--- config.mk ---
export PLATFORM = sky130hd
export DESIGN_NAME = uart_tx_arbiter
export DESIGN_NICKNAME = d
export VERILOG_FILES = /design/src/rtl/uart_pkg.sv /design/src/rtl/uart_baud_tick.sv /design/src/rtl/uart_tx_arbiter.sv
export SDC_FILE = /design/constraint.sdc
export NUM_CORES = 1
export LEC_CHECK = 0
export BUFFER_PORTS_ARGS = -buffer_cell sky130_fd_sc_hd__buf_4
export CAP_MARGIN = 10
export CELL_PAD_IN_SITES_DETAIL_PLACEMENT = 0
export CELL_PAD_IN_SITES_GLOBAL_PLACEMENT = 2
export CORE_AREA = 5 5 79 81
export DETAILED_ROUTE_END_ITERATION = 8
export DIE_AREA = 0 0 84 86
export PLACE_DENSITY_LB_ADDON = 0.15
export SLEW_MARGIN = 20
export SYNTH_ARGS = -nofsm -noshare
export SYNTH_HDL_FRONTEND = slang
export SYNTH_SLANG_ARGS = --single-unit
--- constraint.sdc ---
create_clock -name i_clk -period 2.4 [get_ports i_clk]
set_clock_uncertainty 0.2 [all_clocks]
set_input_delay 0.12 -clock i_clk [delete_from_list [all_inputs] [get_ports i_clk]]
set_output_delay 0.12 -clock i_clk [all_outputs]
set_load 0.02 [all_outputs]
--- src/rtl/uart_pkg.sv ---
// Purpose: shared types and constants for the UART transmit arbiter slice.
// Latency: n/a (package only).
// Backpressure: n/a (package only).
package uart_pkg;

  // Frame sequencing states
  typedef enum logic [1:0] {
    IDLE  = 2'd0,
    START = 2'd1,
    DATA  = 2'd2,
    STOP  = 2'd3
  } state_e;

  localparam int DATA_BITS_DEF = 8;
  localparam int NUM_REQ       = 2;

  // One-hot requester mask from a requester index
  function automatic logic [NUM_REQ-1:0] req_onehot(input logic idx);
    return idx ? 2'b10 : 2'b01;
  endfunction

endpackage

--- src/rtl/uart_baud_tick.sv ---
// Purpose: bit-period counter; pulses o_tick on the last cycle of each serial bit.
// Latency: o_tick is combinational from the registered count; first tick CLKS_PER_BIT-1 cycles after restart.
// Backpressure: none; counts only while i_run is high.
// Ports: i_clk/i_rst_n clock and async active-low reset; i_restart clears the count;
//        i_run enables counting; o_tick one-cycle pulse at terminal count.
module uart_baud_tick #(
  parameter int CLKS_PER_BIT = 1250
) (
  input  logic i_clk,
  input  logic i_rst_n,
  input  logic i_restart,
  input  logic i_run,
  output logic o_tick
);

  localparam int CNT_W = $clog2(CLKS_PER_BIT);

  logic [CNT_W-1:0] cnt_q;

  assign o_tick = i_run && (cnt_q == CNT_W'(CLKS_PER_BIT - 1));

  always_ff @(posedge i_clk or negedge i_rst_n) begin
    if (!i_rst_n) begin
      cnt_q <= '0;
    end else if (i_restart) begin
      cnt_q <= '0;
    end else if (i_run) begin
      // Wrap at the terminal count so the next bit starts from zero
      if (o_tick) cnt_q <= '0;
      else        cnt_q <= cnt_q + CNT_W'(1);
    end
  end

endmodule

--- src/rtl/uart_tx_arbiter.sv ---
// Purpose: round-robin shares one 8N1 UART TX line between two byte requesters.
// Latency: line drops to start bit the cycle after the o_ready handshake; frame lasts (DATA_BITS+2)*CLKS_PER_BIT cycles.
// Backpressure: o_ready only in IDLE, to the single selected requester; requesters hold i_valid until served.
// Ports: i_clk/i_rst_n clock and async active-low reset; i_valid/i_data per-requester byte offers;
//        o_ready accept strobe; o_grant one-hot frame owner; o_busy frame in flight; o_tx serial line.
module uart_tx_arbiter import uart_pkg::*; #(
  parameter int CLKS_PER_BIT = 1250,
  parameter int DATA_BITS    = DATA_BITS_DEF
) (
  input  logic                           i_clk,
  input  logic                           i_rst_n,
  input  logic [NUM_REQ-1:0]             i_valid,
  input  logic [NUM_REQ*DATA_BITS-1:0]   i_data,
  output logic [NUM_REQ-1:0]             o_ready,
  output logic [NUM_REQ-1:0]             o_grant,
  output logic                           o_busy,
  output logic                           o_tx
);

  localparam int IDX_W = $clog2(DATA_BITS);

  state_e                 state_q;
  logic [DATA_BITS-1:0]   shift_q;
  logic [IDX_W-1:0]       idx_q;
  logic                   ptr_q;
  logic [NUM_REQ-1:0]     grant_q;
  logic                   busy_q;
  logic                   tx_q;

  logic                   sel_vld;
  logic                   sel_idx;
  logic [DATA_BITS-1:0]   sel_byte;
  logic                   accept;
  logic                   bit_tick;

  // Single requester wins outright; on contention the pointer decides
  assign sel_vld  = |i_valid;
  assign sel_idx  = (i_valid == 2'b11) ? ptr_q : i_valid[1];
  assign sel_byte = sel_idx ? i_data[NUM_REQ*DATA_BITS-1 -: DATA_BITS] : i_data[DATA_BITS-1:0];
  assign accept   = (state_q == IDLE) && sel_vld;
  assign o_ready  = accept ? req_onehot(sel_idx) : '0;

  assign o_grant = grant_q;
  assign o_busy  = busy_q;
  assign o_tx    = tx_q;

  uart_baud_tick #(
    .CLKS_PER_BIT(CLKS_PER_BIT)
  ) u_baud (
    .i_clk     (i_clk),
    .i_rst_n   (i_rst_n),
    .i_restart (accept),
    .i_run     (state_q != IDLE),
    .o_tick    (bit_tick)
  );

  always_ff @(posedge i_clk or negedge i_rst_n) begin
    if (!i_rst_n) begin
      state_q <= IDLE;
      shift_q <= '0;
      idx_q   <= '0;
      ptr_q   <= 1'b0;
      grant_q <= '0;
      busy_q  <= 1'b0;
      tx_q    <= 1'b1;
    end else begin
      case (state_q)
        IDLE: begin
          if (accept) begin
            shift_q <= sel_byte;
            grant_q <= req_onehot(sel_idx);
            ptr_q   <= ~sel_idx;
            idx_q   <= '0;
            busy_q  <= 1'b1;
            tx_q    <= 1'b0;
            state_q <= START;
          end
        end
        START: begin
          if (bit_tick) begin
            idx_q   <= '0;
            tx_q    <= shift_q[0];
            state_q <= DATA;
          end
        end
        DATA: begin
          if (bit_tick) begin
            shift_q <= shift_q >> 1;
            if (idx_q == IDX_W'(DATA_BITS - 1)) begin
              tx_q    <= 1'b1;
              state_q <= STOP;
            end else begin
              idx_q <= idx_q + IDX_W'(1);
              // Next bit is the one about to shift into position 0
              tx_q  <= shift_q[1];
            end
          end
        end
        STOP: begin
          if (bit_tick) begin
            busy_q  <= 1'b0;
            grant_q <= '0;
            tx_q    <= 1'b1;
            state_q <= IDLE;
          end
        end
        default: begin
          state_q <= IDLE;
          tx_q    <= 1'b1;
        end
      endcase
    end
  end

endmodule

Word-level counts from Yosys, hierarchy flattened
Cells that the tools add are included.
{"block": "classes", "add_sub_neg": 2, "n_mul": 0, "div": 0, "order_cmp": 0, "n_eq_ne": 12, "shift": 0, "muxes": 32, "n_bitwise": 1, "reduce_logical": 15}
{"operator": "$mux W11", "n": 3}
{"operator": "$mux W8", "n": 3}
{"operator": "$mux W2", "n": 8}
{"operator": "$pmux W8 S2", "n": 1}
{"operator": "$mux W3", "n": 4}
{"operator": "$ne A2 B2 Y1 const B", "n": 6}
{"operator": "$add A11 B1 Y11 const B", "n": 1}
{"operator": "$eq A11 B11 Y1 const B", "n": 1}
{"operator": "$reduce_and A5 Y1", "n": 2}
{"operator": "$pmux W3 S3", "n": 1}
{"operator": "$mux W1", "n": 8}
{"operator": "$pmux W2 S4", "n": 1}
{"operator": "$reduce_bool A2 Y1", "n": 4}
{"operator": "$eq A2 B2 Y1 const B", "n": 3}
{"operator": "$reduce_and A3 Y1", "n": 2}
{"operator": "$pmux W1 S4", "n": 1}
{"operator": "$pmux W2 S2", "n": 1}
{"operator": "$reduce_and A4 Y1", "n": 1}
{"operator": "$add A3 B1 Y3 const B", "n": 1}
{"operator": "$eq A3 B3 Y1 const B", "n": 1}
{"operator": "$reduce_bool A3 Y1", "n": 1}
{"operator": "$eq A2 B1 Y1 const B", "n": 1}
{"operator": "$logic_and A1 B1 Y1", "n": 2}
{"operator": "$logic_not A2 Y1", "n": 1}
{"operator": "other kinds (4)", "n": 4}
{"block": "totals", "regBits": 29, "latch_bits": 0, "mem_bits_rw": 0, "mem_bits_ro": 0, "inputBits": 20, "output_inout_bits": 6, "word_cells": 70, "n_memories": 0}

Longest topological paths before layout
{"block": "depth", "word_depth": 5, "depth_mapped": 8, "mapped_depth_nobuf": 6}

By module
From an unflattened synthesis, not the netlist that was laid out.
{"block": "hier_totals", "hier_cells": 188, "area_unflattened_um2": 1793.0}
{"module": "uart_tx_arbiter", "n_inst": 1, "cells_each": 116, "area_per_inst_um2": 1116.1}
{"module": "uart_baud_tick", "n_inst": 1, "cells_each": 72, "area_per_inst_um2": 676.9}

Worst setup path after synthesis
No wires, ideal clock.
{"block": "synth_path", "kind": "register to register", "from": "register state_q[0]", "to": "register state_q[1]", "arrival_ns": 1.870, "required_ns": 2.075, "path_slack_ns": 0.205, "path_stages_with_launch": 7, "path_buffers": 0, "path_cell_list": "dfrtp_1 inv_1 ha_1 nor3b_4 or4_1 a21oi_1 mux2_2"}
{"block": "synth_via", "elab_chain_len": 4, "word_cells_on_any_way": 14, "cone_classes": "eq/ne: 8; mux: 1; reduce/logical: 5"}
{"element": "from (decl)", "line_no": "uart_tx_arbiter.sv:22", "source": "state_e state_q;"}
{"element": "from (signal assigned)", "line_no": "uart_tx_arbiter.sv:59", "source": "state_q <= IDLE;"}
{"element": "from (signal assigned)", "line_no": "uart_tx_arbiter.sv:76", "source": "state_q <= START;"}
{"element": "from (signal assigned)", "line_no": "uart_tx_arbiter.sv:83", "source": "state_q <= DATA;"}
{"element": "$reduce_bool A2 Y1 / $logic_not A2 Y1 (equally long branches)", "line_no": "uart_tx_arbiter.sv:53, uart_tx_arbiter.sv:40, uart_tx_arbiter.sv:67"}
{"element": "$logic_and A1 B1 Y1 (on tied branches)", "line_no": "uart_baud_tick.sv:20, uart_tx_arbiter.sv:40"}
{"element": "$ne A2 B2 Y1 (no source line)"}
{"element": "$reduce_and A5 Y1 (no source line)"}
Several ways; a longest one is shown, not always the timed one.
A chain may end at the register's enable or synchronous reset.

Worst setup path in the final report
{"block": "layout_path", "from": "register state_q[1]", "to": "register shift_q[1]"}
{"block": "layout_via", "elab_chain_len": 4, "word_cells_on_any_way": 10, "cone_classes": "eq/ne: 3; mux: 1; reduce/logical: 6"}
{"element": "$reduce_bool A2 Y1 / $logic_not A2 Y1 (equally long branches)", "line_no": "uart_tx_arbiter.sv:53, uart_tx_arbiter.sv:40, uart_tx_arbiter.sv:67"}
{"element": "$logic_and A1 B1 Y1 (on tied branches)", "line_no": "uart_baud_tick.sv:20, uart_tx_arbiter.sv:40"}
{"element": "$ne A2 B2 Y1 (no source line)"}
{"element": "$reduce_and A3 Y1 (no source line)"}
{"element": "to (signal assigned)", "line_no": "uart_tx_arbiter.sv:70", "source": "shift_q <= sel_byte;"}
{"element": "to (signal assigned)", "line_no": "uart_tx_arbiter.sv:88", "source": "shift_q <= shift_q >> 1;"}
{"element": "to (decl)", "line_no": "uart_tx_arbiter.sv:23", "source": "logic [DATA_BITS-1:0] shift_q;"}
Several ways; a longest one is shown, not always the timed one.

==> run metrics <==
CTS root buf clkbuf_8; Cell variety after synth 47; Hold Fails Final Rpt 0; Setup TNS Final 0 ps; achievable frequency 436 MHz; port bufs 25; DIE AREA 7220 um^2; die span in x 84 um; # Post-CTS Setup Buffers 0; LEAKAGE 0.00103 uW; crit path max fanout 8; Net Count, Synth 230; Crit. End Element flip-flop; pin count of the biggest net entering global routing 34; arrival time at the worst endpoint 2260 ps; CTS Buf Count 5; area share of the largest cell type after synthesis 37.7%; GRT overflow 0; max_cap viols 0; final core utilization 41.8%; fraction of layout cells with a size suffix above 1 23.7%; H-tree levels 2; Syn Inst Count 201; area growth from synthesis to layout 21.5%; Slew Limit Fails 0; # DRC 0; drt first-iter violations 94; CP Data Required Time 2360 ps; drt total wl 4590 um; Async SR Flop Fraction 100%; most frequent cells in the layout 30 x buf_4, 28 x dfrtp_1, 22 x nand2_1, 17 x o21ai_0, 12 x inv_1; CTS max path bufs 2; outcome complete, no violations; via count 1639; Starting Density 34.4%; vias in the first global route 1641; synth warn 0; hold slack final 76.0 ps; maximum vdd drop 462 uV; ANT cells 0; Hold Path Class in2reg; Avg Synthesized Cell Area 9.24 um^2; detailed placement HPWL 3320 um; Slew @ Worst Pin 574 ps; Final Cycle Share 95.7%; largest cells by area after synthesis dfrtp_1 38%, ha_1 6.1%, mux2_2 5.5%; GRT Overall Usage 13.6%; sequential area share after synthesis 39.1%; Rows 27; type of origin of the critical path flip-flop; Worst slew margin 61.5%; initial antenna violation count 0; Routed Antenna Nets 0; final count of negative-setup-slack endpoints 0; Post-synth top flop dfrtp_1; drt pass-1 iters 4; Final min period 2300 ps; wire length of the first global-routing pass 7830 um; most common cell after layout, fill and taps aside buf_4; Nets 261; Worst-Skew Late Latency 280 ps; register bit total from synthesis 29; footprint of the multi-input gates 1050 um^2; RSZ-0062 raised after global routing false; Vias/cell 5.39; register area 727 um^2; Die H 86 um; Post-synth EDFFs 0; clk sinks 29; TritonCTS clock tree built; Fillers 567; drt wl/cell 15.1 um; pwr dens 1010 nW/um^2; Syn Std Cell Area 1860 um^2; routability cong. 0.751; clock input transition at the sequential cells of the worst setup and hold paths 60 ps; Core Footprint 5410 um^2; Yosys top cell by area dfrtp_1; WS Path Type reg2reg; Top-Level Pins 26
## final timing paths
| kind | start | end | slack [ps] | depth (start not counted) |
|---|---|---|---|---|
| min | i_data[15] | shift_q[7]$_DFFE_PN0P_ | 80 | 4 |
| max in group asynchronous | i_rst_n | o_tx$_DFFE_PN1P_ | 1570 | 2 |
| max | state_q[1]$_DFFE_PN0P_ | shift_q[1]$_DFFE_PN0P_ | 100 | 6 |
| max reg2reg | state_q[1]$_DFFE_PN0P_ | shift_q[1]$_DFFE_PN0P_ | 100 | 6 |
| min reg2reg | shift_q[7]$_DFFE_PN0P_ | shift_q[7]$_DFFE_PN0P_ | 290 | 1 |
| min in group asynchronous | i_rst_n | o_busy$_DFFE_PN0P_ | 110 | 2 |
## repair_timing
item	in CTS	in global routing
setup endpoints to repair	0	8
gates resized for setup	0	2
hold buffers	3	0
endpoints found under the hold margin	30	0
## synthesized netlist by cell type (2+ instances only)
cell type  instances
nor2b_1           10
nand3_1            9
a21oi_1            8
a31oi_1            4
a22oi_1            2
nand4_1            4
a22o_1             3
nor2_1             8
ha_1               9
nor3_1             3
dfrtp_1           28
o311ai_0           8
buf_2              3
mux2_2             9
nand2b_1           3
or4_1              2
a211o_1            3
inv_1             12
nor4_1             2
a21o_1             2
clkbuf_1           4
nand2_1           22
and3_1             3
o21ai_0           17
## per-stage QoR
stage | total power, uW | std cells | area [um^2] | setup WS [ps]
finish | 2290 | 304 | 2260 | 104
global route | 2480 | 304 | 2260 | 20.5
CTS | 2300 | 304 | 2250 | 73.2
detailed placement | 1870 | 294 | 2130 | 83.2
global placement | 1840 | 294 | 2130 | 163
floorplan | 1550 | 201 | 1860 | 205
## registers in the layout, summed over array words and instances, names as in the netlist
register	flops
u_baud.cnt_q	11
shift_q	8
idx_q	3
o_grant	2
state_q	2
o_busy	1
o_tx	1
ptr_q	1
## cell type report
class	instances	share of cell area, %
clock buffer	7	3.82
inverter	12	1.99
multi-input combinational	151	46.7
sequential	29	32.2
tap	72	3.99
timing repair buffer	33	11.3
## worst max-delay path: stages, from the launching register on
cell     delay [ps]
dfrtp_1         410
inv_1           110
ha_2            230
nor4b_4         370
nand4_2         180
a21oi_4         300
mux2_2          370
## per-layer routing
metal,vias to the layer above,global-route usage [%],part of all wire [%]
li1,796,-,-
met1,802,17.0,48
met2,35,21.9,46
met3,6,4.61,4.9
met4,0,4.97,1.4
met5,-,0,0
## kinds of logic (layout without fill, tap and decap cells)
family | count (synthesis) | in the layout | synth area share [%]
simple gates | 78 | 78 | 24.5
compound gates | 54 | 54 | 19.7
flops | 29 | 29 | 39.1
buf+inv | 21 | 52 | 4.51
mux | 10 | 10 | 6.06
fa+ha+maj | 9 | 9 | 6.06
## where the power goes
part | total (uW) | internal, uW | switching, uW
registers | 773 | 650 | 123
clock network | 408 | 227 | 181
logic | 1110 | 509 | 601
No activity file was read; power rests on OpenSTA's default activity.
